[src/rtl/display_pkg.sv]
`default_nettype none
// ============================================================================
// Module      : display_pkg
// Description : Shared types and constants for the seven-segment display path
//               (binary-to-BCD feeder and display driver).
//               Contents:
//                 state_t        - feeder FSM states (IDLE, CONVERT)
//                 DISPLAY_DIGITS - number of decimal digits on the display
//                 BCD_SAT        - packed BCD value with every digit at nine
//                 bcd_limit()    - largest value representable in N digits
// Revision    : 1.0 - initial release
// ============================================================================
package display_pkg;

  typedef enum logic [0:0] {
    IDLE    = 1'b0,
    CONVERT = 1'b1
  } state_t;

  localparam int DISPLAY_DIGITS = 8;

  localparam logic [4*DISPLAY_DIGITS-1:0] BCD_SAT = {DISPLAY_DIGITS{4'h9}};

  // 10^digits - 1, evaluated at elaboration time for the overflow compare.
  function automatic longint unsigned bcd_limit(input int unsigned digits);
    longint unsigned v;
    v = 64'd1;
    for (int unsigned i = 0; i < digits; i++) begin
      v = v * 64'd10;
    end
    return v - 64'd1;
  endfunction

endpackage
`default_nettype wire

[src/rtl/add3_digit.sv]
`default_nettype none
// ============================================================================
// Module      : add3_digit
// Description : Double-dabble digit correction. A BCD digit of 5 or more is
//               bumped by 3 so that the following left shift carries into the
//               next decimal digit instead of producing a hex digit.
// Ports       : i_digit [3:0] - BCD digit before correction
//               o_digit [3:0] - corrected digit
// Revision    : 1.0 - initial release
// ============================================================================
module add3_digit (
  input  logic [3:0] i_digit,
  output logic [3:0] o_digit
);

  assign o_digit = (i_digit >= 4'd5) ? (i_digit + 4'd3) : i_digit;

endmodule
`default_nettype wire

[src/rtl/bin2bcd_feeder.sv]
`default_nettype none
// ============================================================================
// Module      : bin2bcd_feeder
// Description : Sequential binary to packed-BCD converter (shift-and-add-3),
//               one bit per clock. Feeds the 8-digit seven-segment driver.
//               Inputs above 10^DIGITS-1 saturate to all nines with overflow.
// Ports       : clock    - system clock, rising edge
//               reset_n  - asynchronous active-low reset
//               bin_in   - unsigned binary value, sampled on accept
//               in_valid - bin_in valid
//               in_ready - idle, accepts on this edge
//               bcd_out  - packed BCD, digit 0 in [3:0], held between results
//               done     - one-cycle pulse when bcd_out updates
//               overflow - last input exceeded 10^DIGITS-1
// Revision    : 1.0 - initial release
// ============================================================================
module bin2bcd_feeder
  import display_pkg::*;
#(
  parameter int BIN_W  = 27,
  parameter int DIGITS = DISPLAY_DIGITS
) (
  input  logic                  clock,
  input  logic                  reset_n,
  input  logic [BIN_W-1:0]      bin_in,
  input  logic                  in_valid,
  output logic                  in_ready,
  output logic [4*DIGITS-1:0]   bcd_out,
  output logic                  done,
  output logic                  overflow
);

  localparam int                    c_cnt_w = $clog2(BIN_W);
  localparam logic [c_cnt_w-1:0]    c_last  = c_cnt_w'(BIN_W - 1);
  localparam logic [63:0]           c_limit = 64'(bcd_limit(DIGITS));
  localparam logic [4*DIGITS-1:0]   c_sat   = {DIGITS{4'h9}};

  state_t                r_state;
  state_t                w_state_next;
  logic [BIN_W-1:0]      r_bin;
  logic [4*DIGITS-1:0]   r_bcd;
  logic [c_cnt_w-1:0]    r_count;
  logic                  r_ovf_pending;
  logic [4*DIGITS-1:0]   r_bcd_out;
  logic                  r_done;
  logic                  r_overflow;

  logic                  w_in_ready;
  logic                  w_accept;
  logic                  w_last;
  logic                  w_ovf;
  logic                  w_sat;
  logic [4*DIGITS-1:0]   w_bcd_adj;
  logic [4*DIGITS-1:0]   w_bcd_next;
  logic [BIN_W-1:0]      w_bin_next;

  // Per-digit add-3 correction on the accumulator before each shift.
  for (genvar g = 0; g < DIGITS; g++) begin : g_add3
    add3_digit u_add3 (
      .i_digit (r_bcd[4*g +: 4]),
      .o_digit (w_bcd_adj[4*g +: 4])
    );
  end

  // {bcd, bin} shifted left by one as a single concatenation.
  assign w_bcd_next = {w_bcd_adj[4*DIGITS-2:0], r_bin[BIN_W-1]};
  assign w_bin_next = {r_bin[BIN_W-2:0], 1'b0};

  assign w_ovf = (64'(bin_in) > c_limit);

  // A bit falling off the top of the accumulator can only happen for an
  // out-of-range input, so it is folded into the saturate decision.
  assign w_sat = r_ovf_pending | w_bcd_adj[4*DIGITS-1];

  always_ff @(posedge clock or negedge reset_n) begin
    if (!reset_n) begin
      r_state <= IDLE;
    end else begin
      r_state <= w_state_next;
    end
  end

  always_comb begin
    w_state_next = r_state;
    w_in_ready   = 1'b0;
    w_accept     = 1'b0;
    w_last       = 1'b0;
    case (r_state)
      IDLE: begin
        w_in_ready = 1'b1;
        if (in_valid) begin
          w_accept     = 1'b1;
          w_state_next = CONVERT;
        end
      end
      CONVERT: begin
        if (r_count == c_last) begin
          w_last       = 1'b1;
          w_state_next = IDLE;
        end
      end
      default: w_state_next = IDLE;
    endcase
  end

  always_ff @(posedge clock or negedge reset_n) begin
    if (!reset_n) begin
      r_bin         <= '0;
      r_bcd         <= '0;
      r_count       <= '0;
      r_ovf_pending <= 1'b0;
      r_bcd_out     <= '0;
      r_done        <= 1'b0;
      r_overflow    <= 1'b0;
    end else begin
      r_done <= 1'b0;
      if (w_accept) begin
        r_bin         <= bin_in;
        r_bcd         <= '0;
        r_count       <= '0;
        r_ovf_pending <= w_ovf;
      end else if (r_state == CONVERT) begin
        r_bin   <= w_bin_next;
        r_bcd   <= w_bcd_next;
        r_count <= r_count + c_cnt_w'(1);
        if (w_last) begin
          r_bcd_out  <= w_sat ? c_sat : w_bcd_next;
          r_overflow <= r_ovf_pending;
          r_done     <= 1'b1;
        end
      end
    end
  end

  assign in_ready = w_in_ready;
  assign bcd_out  = r_bcd_out;
  assign done     = r_done;
  assign overflow = r_overflow;

endmodule
`default_nettype wire

[config.mk]
export PLATFORM = sky130hd
export DESIGN_NAME = bin2bcd_feeder
export DESIGN_NICKNAME = d
export VERILOG_FILES = /design/src/rtl/display_pkg.sv /design/src/rtl/add3_digit.sv /design/src/rtl/bin2bcd_feeder.sv
export SDC_FILE = /design/constraint.sdc
export NUM_CORES = 1
export LEC_CHECK = 0
export BUFFER_PORTS_ARGS = -buffer_cell sky130_fd_sc_hd__buf_2
export CAP_MARGIN = 5
export CORE_AREA = 2 2 132 134
export DETAILED_ROUTE_END_ITERATION = 8
export DIE_AREA = 0 0 134 136
export GPL_TIMING_DRIVEN = 0
export PLACE_DENSITY = 0.52
export SYNTH_ARGS = -nofsm -noshare
export SYNTH_HDL_FRONTEND = slang
export SYNTH_SLANG_ARGS = --single-unit
[constraint.sdc]
create_clock -name clock -period 2.6 [get_ports clock]
set_clock_uncertainty 0.2 [all_clocks]
set_input_delay 0.26 -clock clock [delete_from_list [all_inputs] [get_ports clock]]
set_output_delay 0.26 -clock clock [all_outputs]
set_load 0.03 [all_outputs]
Word level (Yosys, flattened, before mapping)

Index checks and enable logic that the tools add are counted.

Register bits: 100
Input port bits: 30
Output and inout bits: 35
Logic and storage cells: 57

$add $sub $neg: 9
$lt $le $gt $ge: 9
Equal/unequal tests: 1
Mux-type cells: 25
Bitwise logic cells: 3
Reduce and logical (&&, ||, !) cells: 2

Operators with widths:

| cell                 | count |
|---|---|
| $mux 32              | 3 |
| $mux 27              | 2 |
| $add 4x2->4 const B  | 8 |
| $ge 4x3->1 const B   | 8 |
| $mux 4               | 8 |
| $gt 27x27->1 const B | 1 |
| $mux 5               | 2 |
| $mux 1               | 9 |
| $add 5x1->5 const B  | 1 |
| $eq 5x5->1 const B   | 1 |
| $reduce_and 3->1     | 1 |
| $not 1->1            | 2 |
| $pmux 1 s2           | 1 |
| $reduce_bool 2->1    | 1 |
| $or 1x1->1           | 1 |

Longest topological paths before layout

Depth in word-level cells: 6
Mapped depth: 8
Mapped depth without buffers: 6

Cells and area by module

Synthesis repeated with hierarchy kept, for this count alone.

Cells, all modules: 481
Area total of the unflattened synthesis: 5093.6 um2

By module, submodules not included:

| module         | times used | cells an instance | area each (um2) | sequential area each (um2) |
|---|---|---|---|---|
| bin2bcd_feeder | 1          | 353               | 4282.9          | 2502.4 |
| add3_digit     | 8          | 16                | 101.3           | 0.0 |

Least setup slack after synthesis

OpenSTA, ideal clock, no wires.

Path type: register to register
Start point: register r_bcd[28]
End point: register r_bcd_out[12], in the netlist bcd_out[12]
Setup time: 82 ps
Data arrival time: 1609 ps
Data required time: 2318 ps
Slack: 709 ps
Stages on the path, launching flop included: 9
Path buffers: 2
Clock period less this slack: 1891 ps
Path through: dfrtp_1 -> inv_1 -> ha_1 -> nand2b_1 -> or3b_1 -> and2_4 -> buf_6 -> buf_8 -> a31oi_1

Word-level cells in the longest chain between the ends: 4
Elaborated cells between the ends (all ways): 5
Classes of those cells: add/sub: 1; order compare: 1; mux: 2; bitwise: 1

Ends and longest elaborated chain:

| element                                          | line                  | RTL |
|---|---|---|
| start, declared                                  | bin2bcd_feeder.sv:41  | `logic [4*DIGITS-1:0] r_bcd;` |
| start signal, assigned                           | bin2bcd_feeder.sv:124 | `r_bcd <= w_bcd_next;` |
| $add 4x2->4 / $ge 4x3->1 (equally long branches) | add3_digit.sv:16      | `assign o_digit = (i_digit >= 4'd5) ? (i_digit + 4'd3) : i_digit;` |
| $mux 4 (*)                                       | add3_digit.sv:16      |  |
| $or 1x1->1 (*)                                   | bin2bcd_feeder.sv:73  | `assign w_sat = r_ovf_pending \| w_bcd_adj[4*DIGITS-1];` |
| $mux 32 (*)                                      | bin2bcd_feeder.sv:127 | `r_bcd_out <= w_sat ? c_sat : w_bcd_next;` |
| end signal, assigned                             | bin2bcd_feeder.sv:127 |  |
| end, declared                                    | bin2bcd_feeder.sv:44  | `logic [4*DIGITS-1:0] r_bcd_out;` |

Every way passes the cells marked *; elsewhere a longest branch is shown, timed or not.
A chain may end at the register's enable or synchronous reset.

Worst setup path after layout

Start point: register r_bcd[28]
End point: register r_bcd_out[18], in the netlist bcd_out[18]

Same word-level chain as after synthesis.

==> metrics.yaml <==
mappedNetlistNets: 546
worst_skew_pair.late_latency_ns: 0.36
leakagePower_uw: 0.00269
syn-instance-count: 498
regToRegStartpoint: "r_bcd[28]"
post_drt_via_cell_ratio: 4.89
worst_ep_arrival_ns: 2.22
grt_remaining_overflow: 0
nFillCells: 1717
post-place-cells: 787
hold_path_class: "input pin to register"
netlist_top_cells_area: "sky130_fd_sc_hd__dfrtp_1 51%, sky130_fd_sc_hd__o21ai_0 6.7%, sky130_fd_sc_hd__mux2i_1 5.7%"
die_boundary_width_um: 134
synthDistinctLibCells: 38
grt_pass1_vias: 3994
grt_setup_unrepaired: "no"
fp.dieArea_mm2: 0.0182
worst_ir_drop_vdd_mv: 0.569
max_cap_viol_count: 0
detailedRoute.firstIterationViolations: 190
die-height_um: 136
grt_max_degree: 65
yosysTopAreaCellShare_pct: 50.7
timing_hold_violations_final: 0
drt.antenna.violating_nets: 0
synth-warning-count: 0
tritoncts.num_buffers: 9
worstSetupPathType: "register to register"
finalCoreUtilization_pct: 35.1
worst_setup_path_startpoint: "r_bcd[28]"
start_util_pct: 29.3
h_tree_levels: 3
io_buffers: 63
share_of_cells_above_drive_strength_1_pct: 17.6
critical_path.startpoint_type: "register"
fin_hold_ws_ns: 0.00344
finalCriticalPeriod_ns: 2.20
drcViolationCount: 0
timing.fmax_mhz: 454
core_box_area_mm2: 0.0169
required_ns: 2.62
min_period_over_period_pct: 84.7
via_count: 3966
synth_seq_cells: 100
ioPinCount: 65
tns_ns: 0
grt_first_pass_wirelength_um: 21100
total_power_uw: 7580
worst_setup_path_end_kind: "register"
multi_input_comb_area_mm2: 0.00221
ys.flop_type: "sky130_fd_sc_hd__dfrtp_1"
synth.largest_area_cell: "sky130_fd_sc_hd__dfrtp_1"
total_of_endpoints_with_negative_setup_slack_in_the_final_report: 0
instances_no_fill: 811
synth_sequential_area_ratio_pct: 50.7
netlist_area_mm2: 0.00494
antennaDiodeCount: 0
post_synth_most_frequent_cells: "100 x sky130_fd_sc_hd__dfrtp_1, 66 x sky130_fd_sc_hd__o21ai_0, 60 x sky130_fd_sc_hd__nand2_1"
hold_path_startpoint: "bin_in[2]"
post_cts.resized_instances: 0
clkSinkCount: 100
tritoncts_clock_tree: "built"
syn-mean-instance-area_um2: 9.91
worst_slew_margin_rel_pct: 57.7
async_flop_share_pct: 100
regArea_mm2: 0.00250
post_detail_place_hpwl_um: 9040
post_drt_wl_per_cell_um: 15.6
cts.root.buffer_cell: "sky130_fd_sc_hd__clkbuf_16"
timing.final.max_slew_violations: 0
first_pass_iters: 5
grt_antenna_before_repair: 0
cts.clk_slew.worst_paths_ns: 0.07
final_nets: 629
crit_path_max_fanout: 10
clockBufferDepth: 2
global_route.usage.total_pct: 14.9
totalWireLength_um: 12600
worstMarginPinSlew_ns: 0.634
synth_edf_count: 0
power_per_standard_cell_area_mw_per_mm2: 1280
area_growth_pct: 19.9
row_count: 48
outcome: "finished clean"
gp_congestion: 0.836
post-synth-top-count-cell: "sky130_fd_sc_hd__dfrtp_1"
metrics by stage:
stage	setup WS, ns	instance area, um2
floorplan	0.709	4940
finish	0.399	5920
global placement	-0.0897	5530
global route	0.236	5920
detailed placement	0.410	5560
CTS	0.392	5920
cells by family after synthesis:
logic type / share of synthesized area (%)
xor gates and xnor gates: 1.95
DFF: 50.7
AOI/OAI and AO/OA: 15.2
muxes: 7.27
buffers and inverters: 4.64
and+or+nand+nor: 15.7
adders and majority gates: 4.56
worst max-delay path, stage by stage, from the launching register on:
cell                       delay [ns]
sky130_fd_sc_hd__dfrtp_1         0.43
sky130_fd_sc_hd__inv_1           0.08
sky130_fd_sc_hd__ha_1            0.22
sky130_fd_sc_hd__nand2b_1        0.09
sky130_fd_sc_hd__or3b_1          0.37
sky130_fd_sc_hd__nand2_1         0.23
sky130_fd_sc_hd__buf_2           0.32
sky130_fd_sc_hd__o31ai_1         0.12
sequential cells by signal, summed over array words and instances (netlist names):
register / flops
r_count: 5
r_bin: 27
done: 1
bcd_out: 32
r_bcd: 32
r_ovf_pending: 1
overflow: 1
r_state: 1
final cells by class:
type	instances	area share (%)
Buffer	29	2.66
Clock buffer	9	3.80
Multi-Input combinational cell	350	37.2
Clock inverter	7	0.887
Timing Repair Buffer	72	7.18
Tap cell	225	4.75
Inverter	19	1.20
Sequential cell	100	42.3
report_power, final:
| group | internal [uW] | total [uW] | switching, uW |
|---|---|---|---|
| clock network | 653 | 1300 | 648 |
| logic | 1330 | 3520 | 2190 |
| registers | 2250 | 2760 | 510 |
| total | 4220 | 7580 | 3350 |
cells in the final DEF (no fill, tap or decap), drive strengths merged, types with 16 or more instances in the layout:
cell type / netlist / final
dfrtp: 100 / 100
buf: 11 / 75
o21ai: 67 / 67
nand2: 60 / 60
mux2i: 28 / 28
clkbuf: 18 / 27
nor2: 24 / 24
a21oi: 24 / 24
inv: 18 / 19
ha: 18 / 18
o31ai: 16 / 16
final timing paths:
kind / endpoint / slack [ns] / cells after the start
max reg2reg: bcd_out[18] / 0.40 / 7
min: r_bin[2] / 0.003 / 3
min reg2reg: bcd_out[17] / 0.28 / 2
max in group asynchronous: r_bcd[31] / 1.30 / 3
min in group asynchronous: bcd_out[23] / 0.20 / 2
max: bcd_out[18] / 0.40 / 7
per-layer routing:
layer	share of wire [%]	GRT usage (%)	vias to the layer above	routed length, um
met3	5.6	4.36	18	706
met4	1.4	4.55	0	178
met1	48	19.9	1930	6110
met5	0	0	-	0
li1	-	-	1916	-
met2	45	23.4	102	5630
what timing repair did:
action                    CTS  global route
hold buffers                8             0
hold endpoints to repair   43             0
setup buffers               0             0
(Power assumes the default switching activity.)
